File: src/rtl/divider_pkg.sv
// Shared types and constants for the iterative 32-bit divider.
package divider_pkg;

  typedef enum logic [1:0] {
    IDLE = 2'd0,
    CALC = 2'd1,
    DONE = 2'd2
  } div_state_e;

  localparam int unsigned DIV_ITER  = 32;
  localparam int unsigned DIV_CNT_W = 6;

  // Two's-complement negate when neg is set; also yields the magnitude of a negative value.
  function automatic logic [31:0] cond_neg(input logic [31:0] v, input logic neg);
    return neg ? (32'd0 - v) : v;
  endfunction

endpackage

File: src/rtl/div_step.sv
// One restoring shift-subtract step: shift the next dividend bit into the partial
// remainder, subtract the divisor if it fits, and shift the quotient bit into the dividend.
module div_step (
  input  logic [31:0] i_rem,
  input  logic [31:0] i_dvd,
  input  logic [31:0] i_dvs,
  output logic [31:0] o_rem,
  output logic [31:0] o_dvd,
  output logic        o_qbit
);

  logic [32:0] w_shift;
  logic [31:0] w_diff;

  assign w_shift = {i_rem, i_dvd[31]};
  assign o_qbit  = (w_shift >= {1'b0, i_dvs});
  // When the subtraction succeeds the true difference is below the divisor, so 32 bits suffice.
  assign w_diff  = w_shift[31:0] - i_dvs;
  assign o_rem   = o_qbit ? w_diff : w_shift[31:0];
  assign o_dvd   = {i_dvd[30:0], o_qbit};

endmodule

File: src/rtl/divider.sv
// Iterative 32-bit signed/unsigned divider with fixed latency, result backpressure,
// flush and an optional single-cycle divide-by-zero path.
module divider
  import divider_pkg::*;
#(
  parameter int unsigned DIV_FAST_ZERO = 1
) (
  input  logic        clk,
  input  logic        rst_n,
  input  logic        flush_i,
  input  logic        div_valid_i,
  output logic        div_ready_o,
  input  logic        div_signed_i,
  input  logic [31:0] X_i,
  input  logic [31:0] Y_i,
  output logic        res_valid_o,
  input  logic        res_ready_i,
  output logic [31:0] q_o,
  output logic [31:0] r_o,
  output logic        busy_o
);

  localparam logic [DIV_CNT_W-1:0] CntLast = DIV_CNT_W'(DIV_ITER - 1);

  div_state_e           r_state;
  logic [DIV_CNT_W-1:0] r_cnt;
  logic [31:0]          r_rem;
  logic [31:0]          r_dvd;
  logic [31:0]          r_dvs;
  logic                 r_neg_q;
  logic                 r_neg_r;
  logic                 r_dvs_zero;
  logic [31:0]          r_q;
  logic [31:0]          r_r;

  logic        w_x_neg;
  logic        w_y_neg;
  logic        w_y_zero;
  logic [31:0] w_step_rem;
  logic [31:0] w_step_dvd;
  logic        w_step_qbit;

  assign w_x_neg  = div_signed_i & X_i[31];
  assign w_y_neg  = div_signed_i & Y_i[31];
  assign w_y_zero = (Y_i == 32'd0);

  div_step u_step (
    .i_rem  (r_rem),
    .i_dvd  (r_dvd),
    .i_dvs  (r_dvs),
    .o_rem  (w_step_rem),
    .o_dvd  (w_step_dvd),
    .o_qbit (w_step_qbit)
  );

  always_ff @(posedge clk) begin
    if (!rst_n) begin
      r_state    <= IDLE;
      r_cnt      <= '0;
      r_rem      <= '0;
      r_dvd      <= '0;
      r_dvs      <= '0;
      r_neg_q    <= 1'b0;
      r_neg_r    <= 1'b0;
      r_dvs_zero <= 1'b0;
      r_q        <= '0;
      r_r        <= '0;
    end else if (flush_i) begin
      r_state <= IDLE;
    end else begin
      unique case (r_state)
        IDLE: begin
          if (div_valid_i) begin
            r_neg_q    <= w_x_neg ^ w_y_neg;
            r_neg_r    <= w_x_neg;
            r_dvs_zero <= w_y_zero;
            r_dvd      <= cond_neg(X_i, w_x_neg);
            r_dvs      <= cond_neg(Y_i, w_y_neg);
            r_rem      <= '0;
            r_cnt      <= '0;
            if (w_y_zero && (DIV_FAST_ZERO != 0)) begin
              r_q     <= '1;
              r_r     <= X_i;
              r_state <= DONE;
            end else begin
              r_state <= CALC;
            end
          end
        end
        CALC: begin
          r_rem <= w_step_rem;
          r_dvd <= w_step_dvd;
          r_cnt <= r_cnt + 1'b1;
          if (r_cnt == CntLast) begin
            // A zero divisor yields all-ones; the remainder path already reproduces X.
            r_q     <= r_dvs_zero ? '1 : cond_neg(w_step_dvd, r_neg_q);
            r_r     <= cond_neg(w_step_rem, r_neg_r);
            r_state <= DONE;
          end
        end
        DONE: begin
          if (res_ready_i) begin
            r_state <= IDLE;
          end
        end
        default: r_state <= IDLE;
      endcase
    end
  end

  assign div_ready_o = (r_state == IDLE);
  assign res_valid_o = (r_state == DONE);
  assign busy_o      = (r_state != IDLE);
  assign q_o         = r_q;
  assign r_o         = r_r;

endmodule
File: config.mk
export PLATFORM = sky130hd
export DESIGN_NAME = divider
export DESIGN_NICKNAME = d
export VERILOG_FILES = /design/src/rtl/divider_pkg.sv /design/src/rtl/div_step.sv /design/src/rtl/divider.sv
export SDC_FILE = /design/constraint.sdc
export NUM_CORES = 1
export LEC_CHECK = 0
export ABC_AREA = 1
export BUFFER_PORTS_ARGS = -buffer_cell sky130_fd_sc_hd__buf_2
export CAP_MARGIN = 20
export CORE_UTILIZATION = 50
export DETAILED_ROUTE_END_ITERATION = 8
export PLACE_DENSITY = 0.78
export SETUP_SLACK_MARGIN = 0.1
export SLEW_MARGIN = 5
export SYNTH_ARGS = -nofsm -noshare
export SYNTH_HDL_FRONTEND = slang
export SYNTH_SLANG_ARGS = --single-unit
File: constraint.sdc
create_clock -name clk -period 8.75 [get_ports clk]
set_input_delay 0.875 -clock clk [delete_from_list [all_inputs] [get_ports clk]]
set_output_delay 0.875 -clock clk [all_outputs]
set_load 0.005 [all_outputs]
==> metrics.txt <==
# TYPE chip_impl_metric gauge
chip_impl_info{name="critPathCaptureType",value="flip-flop"} 1
chip_impl_metric{name="cts_resized",unit=""} 0
chip_impl_metric{name="final_min_period_over_clock_period",unit="%"} 55.81
chip_impl_info{name="rsz0062_at_grt",value="false"} 1
chip_impl_metric{name="synth_compound_gate_area_share",unit="%"} 19.08
chip_impl_metric{name="synth_async_sr_flop_share",unit="%"} 0
chip_impl_metric{name="maximum_number_of_pins_on_one_net_before_global_route_repair",unit=""} 85
chip_impl_metric{name="placeableCoreArea",unit="µm²"} 25110
chip_impl_metric{name="clkSinkCount",unit=""} 171
chip_impl_metric{name="count_of_state_elements_after_synthesis",unit=""} 171
chip_impl_metric{name="die_width",unit="µm"} 161.9
chip_impl_metric{name="drt-vias-per-instance",unit=""} 5.718
chip_impl_metric{name="critical-path-max-stage-delay",unit="ps"} 460
chip_impl_metric{name="area_delta_synth_final",unit="%"} 11.00
chip_impl_info{name="timing.critical_path.mode_cell",value="sky130_fd_sc_hd__nand2_1"} 1
chip_impl_info{name="synth_top_area_cell",value="sky130_fd_sc_hd__dfxtp_1"} 1
chip_impl_info{name="dominantRegCellSynth",value="sky130_fd_sc_hd__dfxtp_1"} 1
chip_impl_metric{name="final.setup.tns",unit="ps"} 0
chip_impl_metric{name="netlist_area",unit="µm²"} 12780
chip_impl_metric{name="worst_hold_slack_across_all_endpoints",unit="ps"} 465.0
chip_impl_metric{name="final_slew_violations",unit=""} 0
chip_impl_metric{name="io-pin-count",unit=""} 137
chip_impl_metric{name="worst-path-buf-inv",unit=""} 2
chip_impl_info{name="clock_tree.root_cell",value="sky130_fd_sc_hd__clkbuf_16"} 1
chip_impl_metric{name="cts_buffer_depth",unit=""} 2
chip_impl_metric{name="antennaDiodeCount",unit=""} 0
chip_impl_info{name="tritoncts",value="done"} 1
chip_impl_metric{name="synth_largest_type_area_fraction",unit="%"} 26.79
chip_impl_metric{name="clock_tree.htree_level_count",unit=""} 4
chip_impl_info{name="dominant_combinational_cell_family_by_area_after_synthesis",value="simple AND/OR/NAND/NOR gates"} 1
chip_impl_metric{name="synth_edf_count",unit=""} 0
chip_impl_metric{name="multi_input_area",unit="µm²"} 7923
chip_impl_metric{name="synth_warnings",unit=""} 0
chip_impl_info{name="cp-start-kind",value="flip-flop"} 1
chip_impl_info{name="synth_most_common_cell",value="sky130_fd_sc_hd__nand2_1"} 1
chip_impl_metric{name="timing.max_cap.violations",unit=""} 0
chip_impl_metric{name="place_congestion",unit=""} 0.9783
chip_impl_metric{name="fraction_of_final_layout_cells_with_drive_strength_greater_than_1",unit="%"} 12.86
chip_impl_metric{name="path_clk_slew",unit="ps"} 80
chip_impl_metric{name="power.ir.vdd_worst",unit="mV"} 0.1152
chip_impl_info{name="synth_commonest_cells",value="sky130_fd_sc_hd__nand2_1, sky130_fd_sc_hd__inv_1, sky130_fd_sc_hd__nor2_1, sky130_fd_sc_hd__a21oi_1, sky130_fd_sc_hd__dfxtp_1"} 1
chip_impl_metric{name="die_height",unit="µm"} 161.9
chip_impl_metric{name="yosys-mux-area-fraction",unit="%"} 0
chip_impl_metric{name="vias",unit=""} 14380
chip_impl_metric{name="detail_route.first_pass.iterations",unit=""} 6
chip_impl_metric{name="yosys.cell_types.count",unit=""} 53
chip_impl_metric{name="min_period",unit="ps"} 4884
chip_impl_metric{name="seq_area",unit="µm²"} 3423
chip_impl_metric{name="use_met1",unit="%"} 43.14
chip_impl_info{name="ys_top_cells_by_area",value="sky130_fd_sc_hd__dfxtp_1, sky130_fd_sc_hd__nand2_1, sky130_fd_sc_hd__inv_1, sky130_fd_sc_hd__a21oi_1, sky130_fd_sc_hd__nor2_1"} 1
chip_impl_metric{name="die-area",unit="µm²"} 26200
chip_impl_metric{name="route.detailed.drc",unit=""} 0
chip_impl_metric{name="yosys.area_share.xor_xnor",unit="%"} 3.496
chip_impl_metric{name="timing_hold_violations_final",unit=""} 0
chip_impl_metric{name="post_synth_fa_ha_maj_area_fraction",unit="%"} 3.780
chip_impl_metric{name="detailed_route_wire_length_per_cell",unit="µm"} 17.43
chip_impl_metric{name="grt_first_pass_wirelength",unit="mm"} 68.90
chip_impl_info{name="status",value="finished clean"} 1
chip_impl_metric{name="final-setup-viol-count",unit=""} 0
chip_impl_metric{name="grtUsageTotal",unit="%"} 33.31
chip_impl_metric{name="worst-endpoint-required",unit="ps"} 9070
chip_impl_metric{name="postRouteAntennaNets",unit=""} 0
chip_impl_metric{name="num-nets-final",unit=""} 2280
chip_impl_metric{name="port_buffers",unit=""} 136
chip_impl_metric{name="synthesis.area_per_instance",unit="µm²"} 6.111
chip_impl_metric{name="worst-slew-pin-transition",unit="ps"} 977.5
chip_impl_metric{name="layout.filler_cells",unit=""} 2581
chip_impl_metric{name="pwr_density_cell",unit="nW/µm²"} 156.2
chip_impl_metric{name="skew",unit="ps"} 22.77
chip_impl_metric{name="first_global_vias",unit=""} 13020
chip_impl_metric{name="dpl.hpwl",unit="mm"} 33.79
chip_impl_metric{name="antenna_found_initial",unit=""} 0
chip_impl_info{name="hold_path_class",value="reg2reg"} 1
chip_impl_metric{name="design_power_total",unit="mW"} 2.216
chip_impl_metric{name="worstPathArrival",unit="ps"} 5210
chip_impl_metric{name="grt.met2_usage",unit="%"} 56.07
chip_impl_metric{name="starting_density",unit="%"} 50.89
chip_impl_metric{name="crit_path_max_fanout",unit=""} 47
chip_impl_info{name="crit_type",value="reg2reg"} 1
chip_impl_info{name="worst_path_dominant_cell_family",value="simple AND/OR/NAND/NOR gates"} 1
chip_impl_metric{name="grt_overflow_total",unit=""} 0
chip_impl_metric{name="synth_simple_gate_area_share",unit="%"} 35.42
chip_impl_metric{name="post-cts-setup-buffers",unit=""} 0
chip_impl_metric{name="cts_buffers",unit=""} 17
chip_impl_info{name="slowest_stage",value="sky130_fd_sc_hd__nor2_4"} 1
chip_impl_metric{name="p_leak",unit="nW"} 7.111
chip_impl_metric{name="relSlewSlack",unit="%"} 34.84
chip_impl_metric{name="synthCells",unit=""} 2091
chip_impl_metric{name="row_count",unit=""} 58
chip_impl_metric{name="clk_latency",unit="ps"} 450
chip_impl_metric{name="holdBufCountCts",unit=""} 0
chip_impl_metric{name="drt-total-wl",unit="mm"} 43.85
chip_impl_metric{name="ys_seq_area_share",unit="%"} 26.79
chip_impl_metric{name="use_met3",unit="%"} 3.422
chip_impl_metric{name="mappedNetlistNets",unit=""} 2199
chip_impl_info{name="grt_busiest_layer",value="met2"} 1
chip_impl_info{name="cp_cell_sequence",value="ha_1 -> a21oi_1 -> nand2_1 -> nand2_1 -> nand2_1 -> nand2_1 -> nand3_2 -> nor2_4 -> nand2_4 -> inv_4 -> ha_1 -> nand3_1 -> inv_1 -> nand3_1 -> nor3_1 -> nand3_1 -> nand2_1 -> o21ai_1 -> a21oi_1 -> nand2_1 -> or2_0 -> xor2_1 -> a21oi_1"} 1
chip_impl_metric{name="fmaxAchievable",unit="MHz"} 204.8
chip_impl_metric{name="initialDrtViolationCount",unit=""} 1691
through the flow:
step	util, %	setup slack (ps)	cells	instance area (µm²)
final	56.48	3866	2515	14180
after global routing	56.48	3400	2515	14180
after CTS	56.48	3992	2515	14180
after detailed placement	54.16	4019	2483	13600
after global placement	54.16	4161	2483	13600
after floorplan	-	5351	2091	12780
final timing paths:
path / from / end / slack (ps) / cells past startpoint
max reg2reg: r_rem[19]$_SDFFE_PN0P_ / q_o[30]$_SDFFE_PN0P_ / 3870 / 23
min: r_o[6]$_SDFFE_PN0P_ / r_o[6]$_SDFFE_PN0P_ / 470 / 2
max: r_rem[19]$_SDFFE_PN0P_ / q_o[30]$_SDFFE_PN0P_ / 3870 / 23
min reg2reg: r_o[6]$_SDFFE_PN0P_ / r_o[6]$_SDFFE_PN0P_ / 470 / 2
cells in the final DEF (no fill, tap or decap), types with 7 or more instances in the layout:
cell type / synthesis / routed
sky130_fd_sc_hd__a211oi_1: 7 / 7
sky130_fd_sc_hd__a21oi_1: 175 / 175
sky130_fd_sc_hd__a31oi_1: 12 / 12
sky130_fd_sc_hd__buf_2: 8 / 136
sky130_fd_sc_hd__buf_4: 0 / 13
sky130_fd_sc_hd__clkbuf_16: 0 / 17
sky130_fd_sc_hd__dfxtp_1: 171 / 171
sky130_fd_sc_hd__ha_1: 37 / 37
sky130_fd_sc_hd__inv_1: 257 / 255
sky130_fd_sc_hd__inv_2: 18 / 20
sky130_fd_sc_hd__nand2_1: 544 / 544
sky130_fd_sc_hd__nand2_2: 20 / 20
sky130_fd_sc_hd__nand3_1: 135 / 135
sky130_fd_sc_hd__nand3_2: 11 / 11
sky130_fd_sc_hd__nand4_1: 29 / 29
sky130_fd_sc_hd__nor2_1: 195 / 193
sky130_fd_sc_hd__nor2_2: 11 / 12
sky130_fd_sc_hd__nor3_1: 53 / 49
sky130_fd_sc_hd__nor3_2: 3 / 7
sky130_fd_sc_hd__nor4_1: 10 / 10
sky130_fd_sc_hd__o211ai_1: 22 / 22
sky130_fd_sc_hd__o21ai_0: 124 / 124
sky130_fd_sc_hd__o21ai_1: 15 / 15
sky130_fd_sc_hd__o221ai_1: 31 / 31
sky130_fd_sc_hd__or2_2: 11 / 11
sky130_fd_sc_hd__xnor2_1: 17 / 17
sky130_fd_sc_hd__xor2_1: 34 / 34
power by group:
group / switching, mW / total [mW] / internal (mW)
clock: 0.374 / 0.756 / 0.382
combinational: 0.422 / 0.612 / 0.190
sequential: 0.0346 / 0.848 / 0.813
sequential cells by signal (all words and copies together) (netlist names):
register and cells:
r_cnt 6, r_dvd 32, r_neg_q 1, r_dvs_zero 1, r_rem 32, r_dvs 32
r_o 32, r_neg_r 1, r_state 2, q_o 32
layout make-up:
cell class              instances  share of cell area, %
clock inverters                14                  1.094
flip-flops and latches        171                  24.14
inverters                     282                  7.481
multi-input cells            1551                  55.86
well taps                     330                  2.911
clock buffers                  18                  3.026
repair buffers                149                  5.487
tightest hold or removal path, stage by stage (launching register included):
cell                      delay [ps]
sky130_fd_sc_hd__dfxtp_1         310
sky130_fd_sc_hd__nand2_1          60
sky130_fd_sc_hd__a21oi_1          50
kinds of logic after synthesis:
kind of cell	Yosys count
AOI/OAI and AO/OA	421
DFF	171
buffers and inverters	369
and+or+nand+nor	1041
xor gates and xnor gates	51
adders and majority gates	38
per-layer routing:
| metal | share of wire, % | wire length, µm |
|---|---|---|
| met5 | 0 | 0 |
| met4 | 4.1 | 1814 |
| met3 | 7.1 | 3122 |
| met2 | 47 | 20480 |
| met1 | 42 | 18430 |
No activity file was read; power rests on OpenSTA's default activity.
